## config.mk

```make
export PLATFORM = sky130hd
export DESIGN_NAME = core_regfile_flat
export DESIGN_NICKNAME = d
export VERILOG_FILES = /design/src/rtl/core_regfile_if.sv /design/src/rtl/core_regfile.sv /design/src/flat_wrapper.sv
export SDC_FILE = /design/constraint.sdc
export NUM_CORES = 2
export LEC_CHECK = 0
export BUFFER_PORTS_ARGS = -buffer_cell sky130_fd_sc_hd__buf_4
export CAP_MARGIN = 20
export CELL_PAD_IN_SITES_DETAIL_PLACEMENT = 1
export CELL_PAD_IN_SITES_GLOBAL_PLACEMENT = 1
export CORE_MARGIN = 2
export CORE_UTILIZATION = 58
export DETAILED_ROUTE_END_ITERATION = 12
export PLACE_DENSITY_LB_ADDON = 0.3
export SLEW_MARGIN = 20
export SYNTH_ARGS = -nofsm -noshare
export SYNTH_HDL_FRONTEND = slang
export SYNTH_SLANG_ARGS = --single-unit
```

## constraint.sdc

```tcl
create_clock -name clk -period 14 [get_ports clk]
set_input_delay 0 -clock clk [delete_from_list [all_inputs] [get_ports clk]]
set_output_delay 0 -clock clk [all_outputs]
set_load 0.01 [all_outputs]
```

## src/rtl/core_regfile_if.sv

```systemverilog
// core_regfile_if: connects the ID stage (reads, issue) and the EX stage
// (writeback) to the general-purpose register file.
// The master side drives writeback, read addresses, issue and flush.
// The slave side, the register file, returns read data, busy flags and the busy count.
interface core_regfile_if #(
  parameter int DATA_W = 32,
  parameter int ADDR_W = 5
);

  logic              wb;
  logic [ADDR_W-1:0] wb_addr;
  logic [DATA_W-1:0] wb_data;
  logic [ADDR_W-1:0] ra_addr;
  logic [ADDR_W-1:0] rb_addr;
  logic [DATA_W-1:0] ra_data;
  logic [DATA_W-1:0] rb_data;
  logic              ra_busy;
  logic              rb_busy;
  logic              issue_en;
  logic [ADDR_W-1:0] issue_addr;
  logic              sb_flush;
  logic [ADDR_W:0]   busy_cnt;

  modport master (
    output wb, wb_addr, wb_data, ra_addr, rb_addr, issue_en, issue_addr, sb_flush,
    input  ra_data, rb_data, ra_busy, rb_busy, busy_cnt
  );

  modport slave (
    input  wb, wb_addr, wb_data, ra_addr, rb_addr, issue_en, issue_addr, sb_flush,
    output ra_data, rb_data, ra_busy, rb_busy, busy_cnt
  );

endinterface

```

## src/rtl/core_regfile.sv

```systemverilog
// core_regfile: general-purpose register file with two combinational read
// ports and a busy scoreboard for read-after-write hazard detection.
// Register r0 is hardwired to zero and is never marked busy.
// Optional build macro CORE_REGFILE_BYPASS_EN enables write-to-read bypass.
// With the bypass, a writeback is visible on a read port in the same cycle,
// and the busy flag for that port drops in the same cycle.
module core_regfile #(
  parameter int DATA_W = 32,
  parameter int ADDR_W = 5,
  parameter int NREGS  = 2**ADDR_W
) (
  input logic          clk,
  input logic          rst,
  core_regfile_if.slave bus
);

  logic [DATA_W-1:0] regs [NREGS];
  logic [NREGS-1:0]  busy;
  logic [NREGS-1:0]  busy_next;
  logic [ADDR_W:0]   cnt_next;
  logic [ADDR_W:0]   busy_cnt_q;

  // Register array: writeback stores data; writes to r0 are dropped.
  always_ff @(posedge clk or negedge rst) begin
    if (!rst) begin
      for (int i = 0; i < NREGS; i++) regs[i] <= '0;
    end else if (bus.wb && bus.wb_addr != '0) begin
      regs[bus.wb_addr] <= bus.wb_data;
    end
  end

  // Scoreboard next state. A flush overrides everything. Otherwise the clear
  // is applied before the set, so an issue wins over a writeback to the same register.
  always_comb begin
    busy_next = busy;
    if (bus.sb_flush) begin
      busy_next = '0;
    end else begin
      if (bus.wb) busy_next[bus.wb_addr] = 1'b0;
      if (bus.issue_en && bus.issue_addr != '0) busy_next[bus.issue_addr] = 1'b1;
    end
    busy_next[0] = 1'b0;
  end

  // Popcount of the next busy state, registered together with the busy bits.
  always_comb begin
    cnt_next = '0;
    for (int i = 0; i < NREGS; i++) begin
      cnt_next = cnt_next + {{ADDR_W{1'b0}}, busy_next[i]};
    end
  end

  // Busy bits and busy count registers.
  always_ff @(posedge clk or negedge rst) begin
    if (!rst) begin
      busy       <= '0;
      busy_cnt_q <= '0;
    end else begin
      busy       <= busy_next;
      busy_cnt_q <= cnt_next;
    end
  end

  assign bus.busy_cnt = busy_cnt_q;

`ifdef CORE_REGFILE_BYPASS_EN
  // Read ports with bypass: a writeback in flight is forwarded to a matching
  // nonzero read address, and that port's busy flag is suppressed.
  always_comb begin
    bus.ra_data = (bus.ra_addr == '0) ? '0 : regs[bus.ra_addr];
    bus.rb_data = (bus.rb_addr == '0) ? '0 : regs[bus.rb_addr];
    bus.ra_busy = busy[bus.ra_addr];
    bus.rb_busy = busy[bus.rb_addr];
    if (bus.wb && bus.wb_addr != '0 && bus.ra_addr == bus.wb_addr) bus.ra_data = bus.wb_data;
    if (bus.wb && bus.wb_addr != '0 && bus.rb_addr == bus.wb_addr) bus.rb_data = bus.wb_data;
    if (bus.wb && bus.wb_addr == bus.ra_addr) bus.ra_busy = 1'b0;
    if (bus.wb && bus.wb_addr == bus.rb_addr) bus.rb_busy = 1'b0;
  end
`else
  // Read ports without bypass: data and busy flags come from registered state only.
  always_comb begin
    bus.ra_data = (bus.ra_addr == '0) ? '0 : regs[bus.ra_addr];
    bus.rb_data = (bus.rb_addr == '0) ? '0 : regs[bus.rb_addr];
    bus.ra_busy = busy[bus.ra_addr];
    bus.rb_busy = busy[bus.rb_addr];
  end
`endif

endmodule

```

## src/flat_wrapper.sv

```systemverilog
// flat-port wrapper written by rule: the top's interface ports become plain ports
module core_regfile_flat 
#(
  parameter int DATA_W = 32,
  parameter int ADDR_W = 5,
  parameter int NREGS  = 2**ADDR_W
)
  (clk, rst, bus_wb, bus_wb_addr, bus_wb_data, bus_ra_addr, bus_rb_addr, bus_issue_en, bus_issue_addr, bus_sb_flush, bus_ra_data, bus_rb_data, bus_ra_busy, bus_rb_busy, bus_busy_cnt);
  core_regfile_if #(.DATA_W(DATA_W), .ADDR_W(ADDR_W)) bus_i ();
  input logic clk;
  input logic rst;
  input wire logic [$bits(bus_i.wb)-1:0] bus_wb;
  input wire logic [$bits(bus_i.wb_addr)-1:0] bus_wb_addr;
  input wire logic [$bits(bus_i.wb_data)-1:0] bus_wb_data;
  input wire logic [$bits(bus_i.ra_addr)-1:0] bus_ra_addr;
  input wire logic [$bits(bus_i.rb_addr)-1:0] bus_rb_addr;
  input wire logic [$bits(bus_i.issue_en)-1:0] bus_issue_en;
  input wire logic [$bits(bus_i.issue_addr)-1:0] bus_issue_addr;
  input wire logic [$bits(bus_i.sb_flush)-1:0] bus_sb_flush;
  output wire logic [$bits(bus_i.ra_data)-1:0] bus_ra_data;
  output wire logic [$bits(bus_i.rb_data)-1:0] bus_rb_data;
  output wire logic [$bits(bus_i.ra_busy)-1:0] bus_ra_busy;
  output wire logic [$bits(bus_i.rb_busy)-1:0] bus_rb_busy;
  output wire logic [$bits(bus_i.busy_cnt)-1:0] bus_busy_cnt;
  assign bus_i.wb = bus_wb;
  assign bus_i.wb_addr = bus_wb_addr;
  assign bus_i.wb_data = bus_wb_data;
  assign bus_i.ra_addr = bus_ra_addr;
  assign bus_i.rb_addr = bus_rb_addr;
  assign bus_i.issue_en = bus_issue_en;
  assign bus_i.issue_addr = bus_issue_addr;
  assign bus_i.sb_flush = bus_sb_flush;
  assign bus_ra_data = bus_i.ra_data;
  assign bus_rb_data = bus_i.rb_data;
  assign bus_ra_busy = bus_i.ra_busy;
  assign bus_rb_busy = bus_i.rb_busy;
  assign bus_busy_cnt = bus_i.busy_cnt;
  core_regfile #(.DATA_W(DATA_W), .ADDR_W(ADDR_W), .NREGS(NREGS)) u_core (.clk(clk), .rst(rst), .bus(bus_i));
endmodule
```

==> flow_summary.ini <==
[yosys]
avgSynthCellArea_um2 = 14.7
synthCells = 3880
yosysUniqueCellTypes = 41
ys_warn_count = 0
syn_nets = 3969
yosysSeqAreaShare = 0.466
ys_seq_elements = 1061
synth_area_mm2 = 0.0570

[place]
gp_congestion = 0.841
place_area_mm2 = 0.0587
pre_cts_slack_ps = 7500
dp_hpwl_um = 100000
io_buffers = 128
dp.cells = 4931

[sta]
finClkSkew_ps = 11.1
layout_min_cycle_time_ps = 6310
relSlewSlack = 0.177
setup_ws_ps = 7690
finalSetupViolations = 0
finalMaxSlewViolations = 0
final_hold_viol_count = 0
finalSetupTns_ps = 0
max_freq_mhz = 158
min_period_over_period = 0.451
tightestPinTransition_ps = 1230
grt_setup_unrepaired = no

[cts]
cts_resized = 0
root_buffer = clkbuf_16
cts_buffer_depth = 3
cts_tree = done
cts.clk_slew.worst_paths_ps = 60
insertion_delay_ps = 720
clock-sinks = 1061
h-tree-depth = 3
numCtsBuffers = 113

[critical_path]
required_ps = 14640
cp_slowest_cell = nor3b_1
cp-start-kind = primary input
critPathBufInv = 3
path_cells = dlygate4sd3_1 -> buf_4 -> nor3b_1 -> nand2_4 -> nand2_1 -> a21o_1 -> fa_1 -> fa_1 -> fa_1 -> fa_1 -> fa_1 -> inv_1 -> fa_1 -> ha_1 -> fa_1 -> a21o_1 -> a21oi_1 -> xnor2_1
cp_max_fo = 33
slowest_delay_ps = 870
cpMostUsedCell = fa_1
cp_top_family = adder cells
crit_type = in -> reg
critPathArrivalTime_ps = 6950
critPathCaptureType = flip-flop

[layout]
multi_input_area_mm2 = 0.0287
fin_cells = 5201
nets = 3907
post-route-util = 0.645
area.sequential_mm2 = 0.0266
final_area_mm2 = 0.0631
area_delta_synth_final_pct = 10.7
n_fill_cell = 8620
layout-drive-gt1-share = 0.500

[die]
core.rowCount = 115
initial_core_util = 0.583
die_area_mm2 = 0.101
num_io_pins = 129
die_height_um = 318
fp.dieW_um = 318
core_mm2 = 0.0978

[global_routing]
grt_pass1_vias = 42221
grt_overflow = 0
grt_first_pass_wirelength_um = 287000
antenna_found_initial = 4
grt_usage = 0.386
grt_max_degree = 171

[routing]
vias = 38763
wl_per_cell_um = 37.0
drt-pass1-iter-count = 7
viasPerCell = 7.45
antenna_left = 0
drt-total-wl_um = 192000
drtIter0Drc = 3962
drc = 0

[run_status]
status = finished, final reports clean

[hold_path]
hold_path_class = in -> reg

[power_and_ir_drop]
p_per_area_mw_per_mm2 = 143
vdd_ir_drop_max_v = 0.000100
leakagePower_nw = 27.2

[job]
cap_viol_max_count = 0
## worst min-delay path, delay by kind of cell
family / cells / cell delay (ps)
simple gates: 3 / 530
buf+inv: 1 / 120
compound gates: 1 / 70
## layout by cell type (no fill, tap or decap), types with 7 or more instances in the layout
cell type / n
dfrtp_1: 1061
mux2_2: 1050
mux4_2: 466
buf_4: 192
mux2i_1: 130
o21ai_0: 126
clkbuf_16: 114
nand2_1: 71
a22oi_1: 71
nor2b_1: 65
a211oi_1: 64
a311oi_1: 64
dlygate4sd3_1: 59
a221oi_1: 46
clkbuf_8: 36
inv_1: 31
a21oi_1: 23
fa_1: 23
clkbuf_1: 23
a21o_1: 22
clkinv_2: 19
nor2_4: 18
o2111ai_1: 18
nor2_1: 12
nand2_2: 11
ha_1: 9
nor3b_1: 8
mux2_1: 8
bufinv_16: 7
## metal layers
metal,wire (um),track usage,part of all wire
met1,72500,0.507,0.38
met2,91100,0.608,0.47
met3,17000,0.0791,0.088
met4,11800,0.212,0.062
met5,26,0,0.00014
## power breakdown
group / internal (mW) / switching, mW / total, mW / leakage [nW]
clock: 1.81 / 1.31 / 3.12 / 1.90
combinational: 1.05 / 0.760 / 1.82 / 11.7
sequential: 3.63 / 0.482 / 4.12 / 13.6
## cell usage after synthesis
| cell | number | area (um2) |
|---|---|---|
| fa_1 | 23 | 460 |
| nand3b_1 | 5 | 37.5 |
| nand2_1 | 86 | 323 |
| a221oi_1 | 46 | 403 |
| buf_6 | 2 | 22.5 |
| nor2_1 | 31 | 116 |
| mux4_2 | 466 | 10500 |
| buf_2 | 114 | 571 |
| inv_1 | 33 | 124 |
| buf_1 | 39 | 146 |
| xnor2_1 | 2 | 17.5 |
| buf_4 | 11 | 82.6 |
| a21o_1 | 22 | 165 |
| nor3b_1 | 8 | 60.1 |
| nor2b_1 | 69 | 432 |
| o2bb2ai_1 | 2 | 17.5 |
| dfrtp_1 | 1061 | 26600 |
| nand2b_1 | 2 | 12.5 |
| a311oi_1 | 64 | 561 |
| o21a_1 | 1 | 7.51 |
| a22oi_1 | 71 | 533 |
| nand3_1 | 2 | 10.0 |
| and3_1 | 3 | 18.8 |
| clkbuf_1 | 274 | 1030 |
| a211oi_1 | 64 | 480 |
| o21ai_0 | 126 | 631 |
| or2_2 | 2 | 12.5 |
| ha_1 | 9 | 113 |
| nor3_1 | 2 | 10.0 |
| a21oi_1 | 23 | 115 |
| mux2_2 | 1050 | 11800 |
| and3b_1 | 4 | 35.0 |
| or4_1 | 2 | 15.0 |
| and2_0 | 1 | 6.26 |
| o2111ai_1 | 18 | 158 |
| nor2_2 | 1 | 6.26 |
| mux2_1 | 8 | 90.1 |
| or3b_1 | 1 | 8.76 |
| and2_1 | 1 | 6.26 |
| xor2_1 | 1 | 8.76 |
| mux2i_1 | 130 | 1300 |
## final timing paths
path	cells after the start	to	slack, ps	from
worst min-delay path	5	u_core.busy[7]	60	bus_wb
max in group asynchronous	6	u_core.regs[43]	10450	rst
worst max register to register	16	u_core.bus.busy_cnt[4]	8750	u_core.busy[2]
worst max-delay path	18	u_core.bus.busy_cnt[4]	7690	bus_wb_addr[4]
min in group asynchronous	3	u_core.regs[664]	460	rst
worst min register to register	0	u_core.regs[1012]	390	u_core.regs[1012]
## cell families (layout without fill, tap and decap cells)
logic type / Yosys count / in the layout / synth area share
mux: 1654 / 1654 / 0.416
buf+inv: 473 / 505 / 0.0346
xor+xnor: 3 / 3 / 0.000461
compound gates: 437 / 437 / 0.0539
flops: 1061 / 1061 / 0.466
other cells: 0 / 2 / 0
fa+ha+maj: 32 / 32 / 0.0101
simple gates: 220 / 220 / 0.0195
## final cells by class
type,count,share of cell area
clock inverter,36,0.00645
tap,1287,0.0255
sequential,1061,0.421
multi-input combinational,2346,0.455
antenna,2,0.0000793
clock buffer,173,0.0544
timing repair buffer,263,0.0353
inverter,33,0.00204
## registers in the layout, indices dropped and copies added (netlist names)
signal / cells
u_core.regs: 1024
u_core.bus.busy_cnt: 6
u_core.busy: 31
## timing repair
action,in CTS,in global routing
setup buffers,0,0
endpoints found under the setup margin,0,0
hold endpoints to repair,1133,0
hold buffers,59,0
## through the flow
step | hold slack, ps | total power [mW]
after floorplan | -296 | 5.27
after global placement | 129 | 5.72
after detailed placement | 144 | 5.87
after CTS | 42.8 | 9.03
after global routing | 112 | 9.35
final | 64.8 | 9.05
Note: power is estimated with default switching activity, not from simulation.
